===== config.mk =====
export PLATFORM = sky130hd
export DESIGN_NAME = rr_arb_ctl
export DESIGN_NICKNAME = d
export VERILOG_FILES = /design/src/rtl/rr_arb_ctl_pkg.sv /design/src/rtl/rr_arb_ctl_prio_pick.sv /design/src/rtl/rr_arb_ctl.sv
export SDC_FILE = /design/constraint.sdc
export NUM_CORES = 1
export LEC_CHECK = 0
export BUFFER_PORTS_ARGS = -buffer_cell sky130_fd_sc_hd__buf_2
export CAP_MARGIN = 25
export CORE_ASPECT_RATIO = 0.9
export CORE_MARGIN = 1
export CORE_UTILIZATION = 52
export DETAILED_ROUTE_END_ITERATION = 8
export PLACE_DENSITY = 0.88
export SYNTH_ARGS = -nofsm -noshare
export SYNTH_HDL_FRONTEND = slang
export SYNTH_HIERARCHICAL = 1
export SYNTH_SLANG_ARGS = --single-unit

===== constraint.sdc =====
create_clock -name clk -period 4 [get_ports clk]
set_input_delay 0.2 -clock clk [delete_from_list [all_inputs] [get_ports clk]]
set_output_delay 0.2 -clock clk [all_outputs]
set_load 0.01 [all_outputs]

===== src/rtl/rr_arb_ctl_pkg.sv =====
// rr_arb_ctl_pkg: shared FSM encoding and index helpers for the round-robin arbiter.
// Helpers work on 32-bit containers so any N up to MAX_N can use them.
package rr_arb_ctl_pkg;

  localparam int MAX_N = 32;

  typedef enum logic {
    IDLE = 1'b0,
    BUSY = 1'b1
  } arb_state_e;

  // Increment an index modulo n (n need not be a power of two).
  function automatic logic [31:0] inc_mod(input logic [31:0] idx, input logic [31:0] n);
    logic [31:0] nxt;
    if (idx >= (n - 32'd1)) begin
      nxt = 32'd0;
    end else begin
      nxt = idx + 32'd1;
    end
    return nxt;
  endfunction

  // Binary index of the set bit in a one-hot vector; zero for an all-zero vector.
  function automatic logic [31:0] onehot_to_bin(input logic [MAX_N-1:0] v);
    logic [31:0] idx;
    idx = 32'd0;
    for (int i = 0; i < MAX_N; i++) begin
      if (v[i]) begin
        idx = idx | 32'(i);
      end else begin
        idx = idx;
      end
    end
    return idx;
  endfunction

endpackage


===== src/rtl/rr_arb_ctl_prio_pick.sv =====
// prio_pick: fixed-priority (LSB-first) one-hot picker with an "any bit set" flag.
module prio_pick #(
  parameter int N = 8
) (
  input  logic [N-1:0] vec,
  output logic [N-1:0] onehot,
  output logic         any
);

  // Isolate the lowest set bit: v & -v keeps only the least-significant one.
  always_comb begin
    onehot = vec & (~vec + N'(1));
    any    = |vec;
  end

endmodule


===== src/rtl/rr_arb_ctl.sv =====
// rr_arb_ctl: registered round-robin arbiter with rotating priority pointer.
// Optional macro RR_ARB_HOLD_EN: the current owner keeps the grant while it
// keeps requesting; without it the arbiter re-arbitrates every cycle.
// Requires 2 <= N <= 32 and W = ceil(log2(N)).
module rr_arb_ctl
  import rr_arb_ctl_pkg::*;
#(
  parameter int N = 8,
  parameter int W = 3
) (
  input  logic         clk,
  input  logic         rst_n,
  input  logic [N-1:0] req,
  output logic [N-1:0] grant,
  output logic [W-1:0] grant_idx,
  output logic         grant_vld
);

  arb_state_e     state_q, state_d;
  logic [W-1:0]   ptr_q, ptr_d;
  logic [N-1:0]   grant_q, grant_d;
  logic [W-1:0]   grant_idx_q, grant_idx_d;
  logic           grant_vld_q, grant_vld_d;

  logic [N-1:0]   mask_s;
  logic [N-1:0]   masked_req_s;
  logic [N-1:0]   masked_oh_s;
  logic [N-1:0]   full_oh_s;
  logic           masked_any_s;
  logic           full_any_s;
  logic [N-1:0]   winner_s;
  logic [MAX_N-1:0] winner_ext_s;
  logic [31:0]    win_idx32_s;
  logic [31:0]    ptr_next32_s;
  logic           rearb_s;

  // Mask keeps requesters at or above the priority pointer for the first pass.
  always_comb begin
    mask_s = '0;
    for (int i = 0; i < N; i++) begin
      mask_s[i] = (W'(i) >= ptr_q);
    end
    masked_req_s = req & mask_s;
  end

  prio_pick #(.N(N)) u_pick_masked (
    .vec    (masked_req_s),
    .onehot (masked_oh_s),
    .any    (masked_any_s)
  );

  prio_pick #(.N(N)) u_pick_full (
    .vec    (req),
    .onehot (full_oh_s),
    .any    (full_any_s)
  );

  // Select the winner: masked pass takes precedence, unmasked pass wraps around.
  always_comb begin
    if (masked_any_s) begin
      winner_s = masked_oh_s;
    end else begin
      winner_s = full_oh_s;
    end
    winner_ext_s          = '0;
    winner_ext_s[N-1:0]   = winner_s;
    win_idx32_s           = onehot_to_bin(winner_ext_s);
    ptr_next32_s          = inc_mod(win_idx32_s, 32'(N));
  end

  // Decide whether this cycle may re-arbitrate.
  always_comb begin
    case (state_q)
      IDLE: rearb_s = 1'b1;
`ifdef RR_ARB_HOLD_EN
      BUSY: rearb_s = ~req[grant_idx_q];
`else
      BUSY: rearb_s = 1'b1;
`endif
      default: rearb_s = 1'b1;
    endcase
  end

  // Next-state and next-owner computation.
  always_comb begin
    state_d     = state_q;
    ptr_d       = ptr_q;
    grant_d     = grant_q;
    grant_idx_d = grant_idx_q;
    if (rearb_s) begin
      if (full_any_s) begin
        grant_d     = winner_s;
        grant_idx_d = win_idx32_s[W-1:0];
        ptr_d       = ptr_next32_s[W-1:0];
        state_d     = BUSY;
      end else begin
        grant_d     = '0;
        state_d     = IDLE;
      end
    end else begin
      state_d = state_q;
    end
    grant_vld_d = |grant_d;
  end

  // State, pointer and owner registers; reset clears every output immediately.
  always_ff @(posedge clk or negedge rst_n) begin
    if (!rst_n) begin
      state_q     <= IDLE;
      ptr_q       <= '0;
      grant_q     <= '0;
      grant_idx_q <= '0;
      grant_vld_q <= 1'b0;
    end else begin
      state_q     <= state_d;
      ptr_q       <= ptr_d;
      grant_q     <= grant_d;
      grant_idx_q <= grant_idx_d;
      grant_vld_q <= grant_vld_d;
    end
  end

  assign grant     = grant_q;
  assign grant_idx = grant_idx_q;
  assign grant_vld = grant_vld_q;

endmodule


Word-level counts from Yosys, hierarchy flattened
Cells that the tools add are included.

storage, ports and cells
  word-level logic and storage cells = 34
  register bits after elaboration = 15
  output and inout port bits = 12
  input bits = 10

operators by class
  mux-type cells = 10
  bitwise gates (word level) = 5
  $lt $le $gt $ge = 9
  add/sub/neg operators = 3
  reductions and logical operators = 3

operators with widths
  operator                                                                              count
  32-bit by 3-bit greater-or-equal comparator with 1-bit output, second input constant  1
  8-bit AND                                                                             3
  8-bit OR reduction                                                                    3
  8-bit by 1-bit adder with 8-bit output, second input constant                         2
  8-bit 2-to-1 mux                                                                      2
  8-bit NOT                                                                             2
  3-bit 2-to-1 mux                                                                      5
  3-bit greater-or-equal comparator, first input constant                               4
  1-bit by 3-bit greater-or-equal comparator with 1-bit output, first input constant    2
  2-bit by 3-bit greater-or-equal comparator with 1-bit output, first input constant    2
  2-bit 2-to-1 mux                                                                      2
  3-bit by 1-bit adder with 3-bit output, second input constant                         1
  1-bit 2-to-1 mux                                                                      1

Depth between registers and ports, before layout
Gate-level depths: netlist of the first run.

  depth in word-level cells = 15
  mapped depth = 11
  depth with buffers taken out = 10

Cells and area by module
The synthesis of the first run kept the hierarchy.

modules (own cells, without submodules)
  module      times used  area an instance (um^2)  sequential area each (um^2)  cells each
  rr_arb_ctl  1           773.2                    375.4                        70
  prio_pick   2           96.3                     0.0                          12

Worst setup path after synthesis of the first run
Ideal clock, no wire load.

  path type = flip-flop to flip-flop
  from = reg ptr_q[2]
  to = reg ptr_q[2]
  path buffers = 0
  data required time = 3875 ps
  library setup time = 125 ps
  path slack = 967 ps
  stages on the path, launching flop included = 9
  period minus slack after synthesis = 3033 ps
  arrival = 2908 ps
  cells stage by stage = dfrtp_1 > nor4b_1 > nor4_4 > and4b_1 > or3b_1 > o32a_1 > ha_1 > ha_1 > mux2_2

on the way
  elaborated cells between the ends (all ways) = 24
  classes of those cells = add/sub (2); order compare (9); mux (9); bitwise (3); reduce/logical (1)

RTL lines
  what                                                                                                                     RTL line                                    text
  from (decl)                                                                                                              rr_arb_ctl.sv:20                            logic [W-1:0] ptr_q, ptr_d;
  from (signal assigned)                                                                                                   rr_arb_ctl.sv:116                           ptr_q <= ptr_d;
  1-bit by 3-bit greater-or-equal comparator with 1-bit output (*)                                                         rr_arb_ctl.sv:41                            mask_s[i] = (W'(i) >= ptr_q);
  8-bit AND (*)                                                                                                            rr_arb_ctl.sv:43                            masked_req_s = req & mask_s;
  net masked_req_s[0]                                                                                                      rr_arb_ctl.sv:26                            logic [N-1:0] masked_req_s;
  8-bit NOT (*)                                                                                                            rr_arb_ctl_prio_pick.sv:12                  onehot = vec & (~vec + N'(1));
  8-bit by 1-bit adder with 8-bit output (*)                                                                               rr_arb_ctl_prio_pick.sv:12
  8-bit AND (*)                                                                                                            rr_arb_ctl_prio_pick.sv:12
  net masked_oh_s[7]                                                                                                       rr_arb_ctl.sv:27                            logic [N-1:0] masked_oh_s;
  8-bit 2-to-1 mux (*)                                                                                                     rr_arb_ctl.sv:60                            if (masked_any_s) begin
  3-bit 2-to-1 mux (*)                                                                                                     rr_arb_ctl_pkg.sv:28                        if (v[i]) begin
  net win_idx32_s[1]                                                                                                       rr_arb_ctl.sv:33                            logic [31:0] win_idx32_s;
  32-bit by 3-bit greater-or-equal comparator with 1-bit output or 3-bit by 1-bit adder with 3-bit output (tied branches)  rr_arb_ctl_pkg.sv:15, rr_arb_ctl_pkg.sv:18
  3-bit 2-to-1 mux (*)                                                                                                     rr_arb_ctl_pkg.sv:15                        if (idx >= (n - 32'd1)) begin
  net ptr_next32_s[2]                                                                                                      rr_arb_ctl.sv:34                            logic [31:0] ptr_next32_s;

The timed path passes the listed nets; every way through them passes the cells marked *.
A chain may end at the register's enable or synchronous reset.

Final worst setup path of the first run
  from = reg ptr_q[2]
  to = reg ptr_q[2]

on the way
  elaborated cells between the ends (all ways) = 24
  classes of those cells = add/sub (2); order compare (9); mux (9); bitwise (3); reduce/logical (1)

RTL lines
  what                                                                                                                     RTL line                                    text
  1-bit by 3-bit greater-or-equal comparator with 1-bit output (*)                                                         rr_arb_ctl.sv:41
  8-bit AND (*)                                                                                                            rr_arb_ctl.sv:43
  net masked_req_s[0]                                                                                                      rr_arb_ctl.sv:26
  8-bit OR reduction (*)                                                                                                   rr_arb_ctl_prio_pick.sv:13                  any = |vec;
  net masked_any_s                                                                                                         rr_arb_ctl.sv:29                            logic masked_any_s;
  8-bit 2-to-1 mux (*)                                                                                                     rr_arb_ctl.sv:60
  2-bit 2-to-1 mux (2 in series)                                                                                           rr_arb_ctl_pkg.sv:28
  3-bit 2-to-1 mux (3 in series)                                                                                           rr_arb_ctl_pkg.sv:28
  3-bit 2-to-1 mux (*)                                                                                                     rr_arb_ctl_pkg.sv:28
  net win_idx32_s[1]                                                                                                       rr_arb_ctl.sv:33
  32-bit by 3-bit greater-or-equal comparator with 1-bit output or 3-bit by 1-bit adder with 3-bit output (tied branches)  rr_arb_ctl_pkg.sv:15, rr_arb_ctl_pkg.sv:18
  3-bit 2-to-1 mux (*)                                                                                                     rr_arb_ctl_pkg.sv:15
  net ptr_next32_s[2]                                                                                                      rr_arb_ctl.sv:34

Marked as above.

==> results of run 1 <==
[per-stage QoR]
step                hold WS, ns  std cells  utilization (%)  worst slack (ns)
detailed placement        0.111        135             63.6             0.731
global placement          0.104        135             63.6             0.862
floorplan               -0.0956         94                -             0.967
CTS                       0.328        140             65.8             0.699
global route              0.357        140             65.8             0.421
finish                    0.337        140             65.8             0.686
[state kept, by name, summed over array words and instances, names as in the netlist]
register and cells:
grant 8, grant_idx 3, grant_vld 1, ptr_q 3
[placed cells by master (no fill, tap or decap), drive strengths merged]
master	count
nand3	2
a31oi	2
clkinv	1
dlygate4sd3	1
or4	2
dfrtp	15
nor3	1
inv	4
nor2	5
and3b	2
mux2	3
a211oi	1
o22ai	1
nand3b	1
nand2b	1
nor4b	4
o22a	1
or3b	1
nor3b	4
mux2i	8
and3	2
clkbuf	3
o32a	1
nor4	3
ha	2
and4b	2
and2	3
buf	22
nor2b	11
o21ai	4
nand2	1
a21boi	2
[final cells by class]
cell class | count | share of cell area (%)
Sequential cell | 15 | 33.6
Multi-Input combinational cell | 70 | 49.0
Inverter | 4 | 1.34
Clock inverter | 1 | 0.447
Tap cell | 24 | 2.68
Timing Repair Buffer | 23 | 11.0
Clock buffer | 3 | 2.01
[critical path, cell delays in order (launching register included)]
cell and delay [ns]:
sky130_fd_sc_hd__dfrtp_1 0.47, sky130_fd_sc_hd__nor4b_1 0.09, sky130_fd_sc_hd__buf_4 0.17, sky130_fd_sc_hd__nor4_4 0.32, sky130_fd_sc_hd__nand3_1 0.54, sky130_fd_sc_hd__or4_1 0.69
sky130_fd_sc_hd__o32a_1 0.20, sky130_fd_sc_hd__ha_1 0.21, sky130_fd_sc_hd__ha_1 0.26, sky130_fd_sc_hd__mux2_2 0.26
[power groups by stage]
| stage | combinational (W) | clock [W] | sequential, W |
|---|---|---|---|
| floorplan | 0.000230 | 0 | 0.000273 |
| global placement | 0.000342 | 0 | 0.000253 |
| detailed placement | 0.000352 | 0 | 0.000256 |
| CTS | 0.000356 | 0.0000854 | 0.000253 |
| global route | 0.000403 | 0.0000931 | 0.000264 |
| finish | 0.000356 | 0.0000817 | 0.000252 |
[worst min-delay path by stage]
stage           start                 end  slack [ns]  cells past startpoint
2_1_floorplan   rst_n  grant[0]$_DFF_PN0_        -0.1                      0
3_3_place_gp    rst_n  grant[1]$_DFF_PN0_        0.10                      1
3_5_place_dp    rst_n  grant[2]$_DFF_PN0_        0.11                      1
4_1_cts        req[0]  grant[0]$_DFF_PN0_        0.33                      3
5_1_grt        req[0]  grant[0]$_DFF_PN0_        0.36                      3
6_report       req[0]  grant[0]$_DFF_PN0_        0.34                      3
[layer usage]
metal / wire length, um / global-route usage (%)
met5: 0 / 0
met4: 19 / 6.29
met3: 93 / 7.66
met2: 950 / 37.3
met1: 829 / 27.5
[cells by family after synthesis]
| logic type | Yosys count | share of synthesized area (%) |
|---|---|---|
| adder cells (fa/ha/maj) | 2 | 2.59 |
| multiplexers | 11 | 11.8 |
| buffers and inverters | 9 | 4.40 |
| AO/OA/AOI/OAI | 12 | 8.29 |
| AND/OR/NAND/NOR | 45 | 34.1 |
| flip-flops | 15 | 38.9 |
[timing repair]
item / 4_1_cts / 5_1_grt
buffers inserted: 0 / 0
hold endpoints to repair: 15 / 0
hold buffers: 1 / 0
==> impl_metrics.toml, run 1 <==
[floorplanning]
floorplan.die.width_um = 47.4
effective_utilization_at_floorplan_pct = 56.8
std_cell_rows = 14
die_height_um = 42.9
design.portCount = 22
placeable_core_region_um2 = 1700
floorplan.die_area_um2 = 2030

[critical_path]
crit_fanout = 15
worst_ep_required_time_ns = 4.17
timing.reg2reg.setup_slack_ns = 0.69
critPathCapture = "ptr_q[2]$_DFFE_PN0P_"
worst_setup_path_end_kind = "flip-flop"
reg2reg_end = "ptr_q[2]$_DFFE_PN0P_"
critPathKind = "reg -> reg"
critPathLaunchType = "flip-flop"
regToRegStartpoint = "ptr_q[2]$_DFFE_PN0P_"
crit_path_start = "ptr_q[2]$_DFFE_PN0P_"
worst_ep_arrival_time_ns = 3.48
reg2regPathDepth = 9

[cts]
clock_latency_ns = 0.28
postCtsResizedCells = 0
cts_h_tree_depth = 1
worst_setup_hold_path_clk_slew_ns = 0.08
cts.path.max_buffers = 2
clock_sinks = 15
tritoncts_clock_tree = "yes"
clk_root_buffer_cell = "sky130_fd_sc_hd__clkbuf_4"
cts_buffers = 3

[grt]
globalRoute.totalOverflow = 0
first_global_vias = 736
grt_first_pass_wirelength_um = 3250
grt_antenna_before_repair = 0
globalRouteTotalUtil_pct = 22.7
grt_start_max_net_pins = 19

[sta]
setup-violations-final = 0
post-route-period-util_pct = 82.8
timing.fmax_mhz = 302
rsz0062_at_grt = "false"
max_slew_margin_pct = 54.3
fin_crit_ns = 3.31
final-max-slew-violation-count = 0
final.setup.tns_ns = 0
tightestPinTransition_ns = 0.676
fin_skew_ns = 0.000590
timing.final.hold_violations = 0

[synth]
share_of_synthesized_flip_flops_with_an_asynchronous_set_or_reset_pct = 100
yosysTopAreaCellShare_pct = 38.9
yosys_register_bits = 15
synth_cell_type_count = 33
post_synth_main_area_contributors = "sky130_fd_sc_hd__dfrtp_1, sky130_fd_sc_hd__mux2i_1, sky130_fd_sc_hd__nor2b_1"
mappedNetlistNets = 106
post_synth_inst_count = 94
yosysWarnings = 6
post_synth.cell_area_avg_um2 = 10.3
synth_common_cells = "sky130_fd_sc_hd__dfrtp_1, sky130_fd_sc_hd__nor2b_1, sky130_fd_sc_hd__mux2i_1, sky130_fd_sc_hd__nor2_1"
synth_ff_type = "sky130_fd_sc_hd__dfrtp_1"
synth.cell_area_um2 = 966
synth.most_common_cell = "sky130_fd_sc_hd__dfrtp_1"
synth-seq-area-share_pct = 38.9
synth-edff-count = 0
synthDominantAreaCellType = "sky130_fd_sc_hd__dfrtp_1"

[power]
switching_share_pct = 38.8
clkPwrFrac_pct = 11.8
power.share.sequential_pct = 36.6
post_layout_total_power_w = 0.000690
p_leak_nw = 0.590
p_int_w = 0.000422
switchingPower_w = 0.000268
power.share.combinational_pct = 51.6
irDropWorstVdd_mv = 0.436
p_per_area_nw_per_um2 = 617

[routing]
drtPass1Iterations = 4
drtIter0Drc = 13
antenna_violating_nets_post_route = 0
via_count = 791
postRouteWirelength_um = 1890
post_drt_wl_per_cell_um = 13.5
drt_drc_violations_left = 0
via_per_inst = 5.65

[final_layout]
fillCellCount = 142
antenna_cell_count = 0
final_area_um2 = 1120
nNetsFinal = 129
multiInputGateArea_um2 = 548
synthToLayoutAreaGrowth_pct = 15.8
ff_latch_area_um2 = 375
layout-drive-gt1-share_pct = 28.4

[place]
placement.io_buffers = 21
gp_congestion = 0.891
place_area_um2 = 1080
dp_hpwl_um = 1480

[job]
maxCapViolCount = 0

[run_status]
run_status = "complete, no violations"

[worst_hold_path]
min-delay-path-class = "in -> reg"
No activity file was read; power rests on OpenSTA's default activity.
==> run 2: changes to the inputs <==
- clock period: 4 -> 3.2 ns (I/O delays scaled with it)
==> impl_metrics.toml, run 2 (synthesized netlist as in run 1, its figures left out) <==
[routing]
drt_drc_violations_left = 0
drtPass1Iterations = 4
post_drt_wl_per_cell_um = 14.2
via_count = 800
drtIter0Drc = 7
antenna_violating_nets_post_route = 0
via_per_inst = 5.63
postRouteWirelength_um = 2010

[cts]
cts_buffers = 3
clk_root_buffer_cell = "sky130_fd_sc_hd__clkbuf_4"
cts_post_setup_buffers_inserted = 0
clock_latency_ns = 0.29
worst_setup_hold_path_clk_slew_ns = 0.09
clock_sinks = 15
tritoncts_clock_tree = "yes"
cts_h_tree_depth = 1
cts.path.max_buffers = 2

[grt]
globalRoute.totalOverflow = 0
globalRouteTotalUtil_pct = 24.0
grt_first_pass_wirelength_um = 3470
grt_start_max_net_pins = 19
first_global_vias = 779
grt_antenna_before_repair = 0

[final_layout]
largest_register_ff_count = 8
stdcell_count = 142
nNetsFinal = 131
antenna_cell_count = 0
final_common_cell = "sky130_fd_sc_hd__buf_2"
final_cell_mix = "sky130_fd_sc_hd__buf_2, sky130_fd_sc_hd__dfrtp_1, sky130_fd_sc_hd__nor2b_1"
synthToLayoutAreaGrowth_pct = 18.9
layout-drive-gt1-share_pct = 31.4

[power]
power.share.combinational_pct = 52.2
irDropWorstVdd_mv = 0.472
clkPwrFrac_pct = 12.2
p_per_area_nw_per_um2 = 768
switchingPower_w = 0.000347
power.share.sequential_pct = 35.6
post_layout_total_power_w = 0.000882
p_int_w = 0.000536
switching_share_pct = 39.3
p_leak_nw = 0.598

[sta]
fin_crit_ns = 2.93
setup-violations-final = 0
timing.final.hold_violations = 0
final-max-slew-violation-count = 0
max_slew_margin_pct = 55.4
final.setup.tns_ns = 0
timing.fmax_mhz = 342
postLayoutSetupSlackWorst_ns = 0.273
tightestPinTransition_ns = 0.660
fin_hold_ws_ns = 0.259
fin_skew_ns = 0.0103
rsz0062_at_grt = "false"
post-route-period-util_pct = 91.5

[worst_hold_path]
min-delay-path-class = "in -> reg"

[critical_path]
critical_path.n_buffers_inverters = 1
path_delay_family = "simple AND/OR/NAND/NOR gates"
critPathLaunchType = "flip-flop"
worstPathCellList = "nor4b_1 > buf_4 > nor4_4 > nand3_2 > or4_1 > o32a_1 > ha_1 > ha_1 > mux2_2"
critPathSlowestCell = "sky130_fd_sc_hd__or4_1"
worst_path_largest_cell_delay_ns = 0.55
worst_setup_path_end_kind = "flip-flop"
cp_common_cell = "sky130_fd_sc_hd__ha_1"
crit_fanout = 8
worst_ep_required_time_ns = 3.38
worst_ep_arrival_time_ns = 3.11
critPathKind = "reg -> reg"

[floorplanning]
std_cell_rows = 14
die_height_um = 42.9
placeable_core_region_um2 = 1700
floorplan.die.width_um = 47.4
effective_utilization_at_floorplan_pct = 56.8
floorplan.die_area_um2 = 2030
design.portCount = 22

[place]
dp_hpwl_um = 1540
placement.io_buffers = 21
pre_cts_ws_ns = 0.194
gp_congestion = 0.880
dpl.cell_count = 137

[job]
maxCapViolCount = 0

[run_status]
run_status = "complete, no violations"
## run 2: worst min-delay path: stages
cell	delay, ns
sky130_fd_sc_hd__buf_2	0.15
sky130_fd_sc_hd__mux2i_1	0.13
sky130_fd_sc_hd__nor2b_1	0.06
## run 2: path summary, 6_finish.rpt
kind                       slack, ns                  endpoint  depth (start not counted)                      from
min in group asynchronous       0.30  grant_idx[2]$_DFFE_PN0P_                          2                     rst_n
setup / recovery                0.27      ptr_q[2]$_DFFE_PN0P_                          9      ptr_q[2]$_DFFE_PN0P_
hold reg to reg                 0.51  grant_idx[1]$_DFFE_PN0P_                          1  grant_idx[1]$_DFFE_PN0P_
max in group asynchronous       2.65        grant[5]$_DFF_PN0_                          2                     rst_n
hold / removal                  0.26        grant[0]$_DFF_PN0_                          3                    req[0]
setup reg to reg                0.27      ptr_q[2]$_DFFE_PN0P_                          9      ptr_q[2]$_DFFE_PN0P_
## run 2: what timing repair did
action / 4_1_cts / 5_1_grt
setup endpoints to repair: 0 / 3
hold buffers: 1 / 0
gates resized for setup: 0 / 3
endpoints found under the hold margin: 15 / 0
## run 2: per-stage QoR
step	instance area (um2)	utilization (%)
after floorplan	966	-
after global placement	1100	64.5
after detailed placement	1100	64.5
after CTS	1130	66.6
after global routing	1150	67.6
final	1150	67.6
## run 2: layout make-up
| class | instances | area [um2] |
|---|---|---|
| multi-input combinational | 70 | 564 |
| timing repair buffer | 25 | 138 |
| sequential | 15 | 375 |
| inverter | 4 | 15.0 |
| fill | 146 | 551 |
| clock buffer | 4 | 26.3 |
| tap | 24 | 30.0 |
## run 2: power groups by stage
stage                     Clock (W)  Sequential, W  Combinational (W)
final                      0.000107       0.000314           0.000461
after global routing       0.000119       0.000327           0.000520
after CTS                  0.000109       0.000312           0.000453
after detailed placement          0       0.000316           0.000450
after global placement            0       0.000313           0.000437
after floorplan                   0       0.000341           0.000288
## run 2: metal layers
layer / global-route usage [%] / wire length [um]
met5: 0 / 0
met2: 40.0 / 1010
met1: 29.5 / 883
met3: 6.38 / 85
met4: 6.29 / 39
==> run 3: changes to the inputs <==
- CORE_UTILIZATION: 52 -> 54
- CTS_BUF_LIST: unset -> sky130_fd_sc_hd__clkbuf_2
- PLACE_DENSITY: 0.88 -> 0.91
- SYNTH_HIERARCHICAL: 1 -> unset
==> impl_metrics.toml, run 3 <==
[worst_hold_path]
hold_path_depth = 2
min_to = "grant[0]$_DFF_PN0_"
hold_path_startpoint = "req[0]"
min-delay-path-class = "in -> reg"

[routing]
drtIter0Drc = 35
drtPass1Iterations = 4
antenna_violating_nets_post_route = 0
via_per_inst = 5.70
drt_drc_violations_left = 0
via_count = 810
post_drt_wl_per_cell_um = 13.8
postRouteWirelength_um = 1960

[final_layout]
antenna_cell_count = 0
ff_latch_area_um2 = 375
fillCellCount = 120
synthToLayoutAreaGrowth_pct = 14.0
final_common_cell = "sky130_fd_sc_hd__buf_2"
nNetsFinal = 133
largest_register_ff_count = 8
final_cell_mix = "sky130_fd_sc_hd__buf_2, sky130_fd_sc_hd__nand2_1, sky130_fd_sc_hd__dfrtp_1"
layout-drive-gt1-share_pct = 29.2
multiInputGateArea_um2 = 493

[place]
placement.io_buffers = 21
pre_cts_ws_ns = 0.813
dp_hpwl_um = 1550
gp_congestion = 0.941

[synth]
share_of_synthesized_flip_flops_with_an_asynchronous_set_or_reset_pct = 100
synth_ff_type = "sky130_fd_sc_hd__dfrtp_1"
synth_cell_type_count = 39
yosysWarnings = 0
synth.cell_area_um2 = 921
synthDominantAreaCellType = "sky130_fd_sc_hd__dfrtp_1"
yosys_register_bits = 15
synth-edff-count = 0
synth-seq-area-share_pct = 40.8
post_synth.cell_area_avg_um2 = 9.40
synth_common_cells = "sky130_fd_sc_hd__dfrtp_1, sky130_fd_sc_hd__nand2_1, sky130_fd_sc_hd__nand3_1"
post_synth_main_area_contributors = "sky130_fd_sc_hd__dfrtp_1, sky130_fd_sc_hd__nand2_1, sky130_fd_sc_hd__nand3_1"
post_synth_inst_count = 98
yosysTopAreaCellShare_pct = 40.8
mappedNetlistNets = 110

[power]
irDropWorstVdd_mv = 0.467
p_leak_nw = 0.519
p_per_area_nw_per_um2 = 807

[grt]
globalRouteTotalUtil_pct = 25.8
grt_antenna_before_repair = 0
globalRoute.totalOverflow = 0
grt_first_pass_wirelength_um = 3260
first_global_vias = 730
grt_start_max_net_pins = 16

[floorplanning]
effective_utilization_at_floorplan_pct = 60.9
design.portCount = 22
placeable_core_region_um2 = 1510
die_height_um = 41.2
std_cell_rows = 13
floorplan.die.width_um = 45.5
floorplan.die_area_um2 = 1870

[critical_path]
worst_setup_path_end_kind = "flip-flop"
regToRegStartpoint = "ptr_q[1]$_DFFE_PN0N_"
crit_fanout = 11
cp_common_cell = "sky130_fd_sc_hd__ha_1"
reg2reg_end = "ptr_q[0]$_DFFE_PN0N_"
critPathKind = "reg -> reg"
worst_ep_arrival_time_ns = 2.65
critPathSlowestCell = "sky130_fd_sc_hd__dfrtp_1"
path_delay_family = "simple AND/OR/NAND/NOR gates"
worstPathCellList = "nand2b_1 > a211oi_4 > nor4_4 > nand2_2 > inv_2 > nor2_4 > nand3b_1 > ha_1 > ha_1 > o21ai_0 > and4_1"
worst_path_largest_cell_delay_ns = 0.50
critPathLaunchType = "flip-flop"
timing.reg2reg.setup_slack_ns = 0.80
reg2regPathDepth = 11
worst_ep_required_time_ns = 3.45
critical_path.n_buffers_inverters = 1

[cts]
clk_root_buffer_cell = "sky130_fd_sc_hd__clkbuf_2"
cts_buffers = 3
cts_h_tree_depth = 1
clock_sinks = 15
cts_post_setup_buffers_inserted = 0
clock_latency_ns = 0.30
cts.path.max_buffers = 2
tritoncts_clock_tree = "yes"
worst_setup_hold_path_clk_slew_ns = 0.14

[sta]
setup-violations-final = 0
final-max-slew-violation-count = 0
timing.final.hold_violations = 0
tightestPinTransition_ns = 0.767
postLayoutSetupSlackWorst_ns = 0.800
post-route-period-util_pct = 75.0
fin_skew_ns = 0.00788
timing.fmax_mhz = 417
fin_crit_ns = 2.40
fin_hold_ws_ns = 0.121
final.setup.tns_ns = 0
max_slew_margin_pct = 47.5
rsz0062_at_grt = "false"

[run_status]
run_status = "complete, no violations"

[job]
maxCapViolCount = 0
run 3: changes by cell type after synthesis, moves of 4 or more:
cell                      before  now
sky130_fd_sc_hd__nor3b_1       4    0
sky130_fd_sc_hd__nor3_1        1    5
sky130_fd_sc_hd__mux2i_1       8    0
sky130_fd_sc_hd__nand3_1       2    6
sky130_fd_sc_hd__nand2_1       1   15
sky130_fd_sc_hd__a21oi_1       0    4
sky130_fd_sc_hd__nor2b_1      11    1
run 3: timing repair:
action,in CTS,in global routing
hold endpoints to repair,15,0
gates resized for setup,0,0
hold buffers,1,0
run 3: cell type report:
type	instances	share of cell area [%]
clock inverters	1	0.477
repair buffers	22	11.0
inverters	5	1.79
clock buffers	3	1.43
multi-input cells	74	47.0
flip-flops and latches	15	35.8
well taps	22	2.62
run 3: routing by layer:
layer  GRT usage [%]  wire [um]  vias up
met1            32.0        842      369
met3            8.37        135        7
met2            43.6        937       41
met4            6.82         43        0
li1                -          -      393
met5               0          0        -
run 3: how the worst max path moves through the flow:
stage / slack [ns] / end / from / depth (start not counted)
2_1_floorplan: 1.09 / ptr_q[0]$_DFFE_PN0N_ / ptr_q[1]$_DFFE_PN0N_ / 11
3_3_place_gp: 0.90 / ptr_q[0]$_DFFE_PN0N_ / ptr_q[2]$_DFFE_PN0N_ / 9
3_5_place_dp: 0.81 / ptr_q[0]$_DFFE_PN0N_ / ptr_q[1]$_DFFE_PN0N_ / 11
4_1_cts: 0.79 / ptr_q[0]$_DFFE_PN0N_ / ptr_q[1]$_DFFE_PN0N_ / 11
5_1_grt: 0.52 / ptr_q[0]$_DFFE_PN0N_ / ptr_q[1]$_DFFE_PN0N_ / 9
6_report: 0.80 / ptr_q[0]$_DFFE_PN0N_ / ptr_q[1]$_DFFE_PN0N_ / 11
run 3: worst register-to-register path: cells and delay by family (launching register included):
kind                     cells  cell delay, ns
flip-flops                   1            0.50
buffers and inverters        1            0.06
AO/OA/AOI/OAI                2            0.53
AND/OR/NAND/NOR              6            0.88
adder cells (fa/ha/maj)      2            0.38
run 3: per-stage QoR:
step	area [um2]	util, %	power, W	std cells
3_5_place_dp	1020	67.4	0.000759	137
3_3_place_gp	1020	67.4	0.000744	137
4_1_cts	1050	69.4	0.000849	142
5_1_grt	1050	69.4	0.000928	142
6_report	1050	69.4	0.000847	142
2_1_floorplan	921	-	0.000664	98
run 3: power by group:
group / leakage, nW / internal, W / switching (W)
Combinational: 0.313 / 0.000185 / 0.000246
Sequential: 0.189 / 0.000257 / 0.0000695
Clock: 0.0164 / 0.0000282 / 0.0000611
Total: 0.519 / 0.000470 / 0.000377
run 3: logic make-up after synthesis:
group,share of synthesized area [%]
AND/OR/NAND/NOR,31.0
AO/OA/AOI/OAI,19.8
flip-flops,40.8
buffers and inverters,5.71
adder cells (fa/ha/maj),2.72
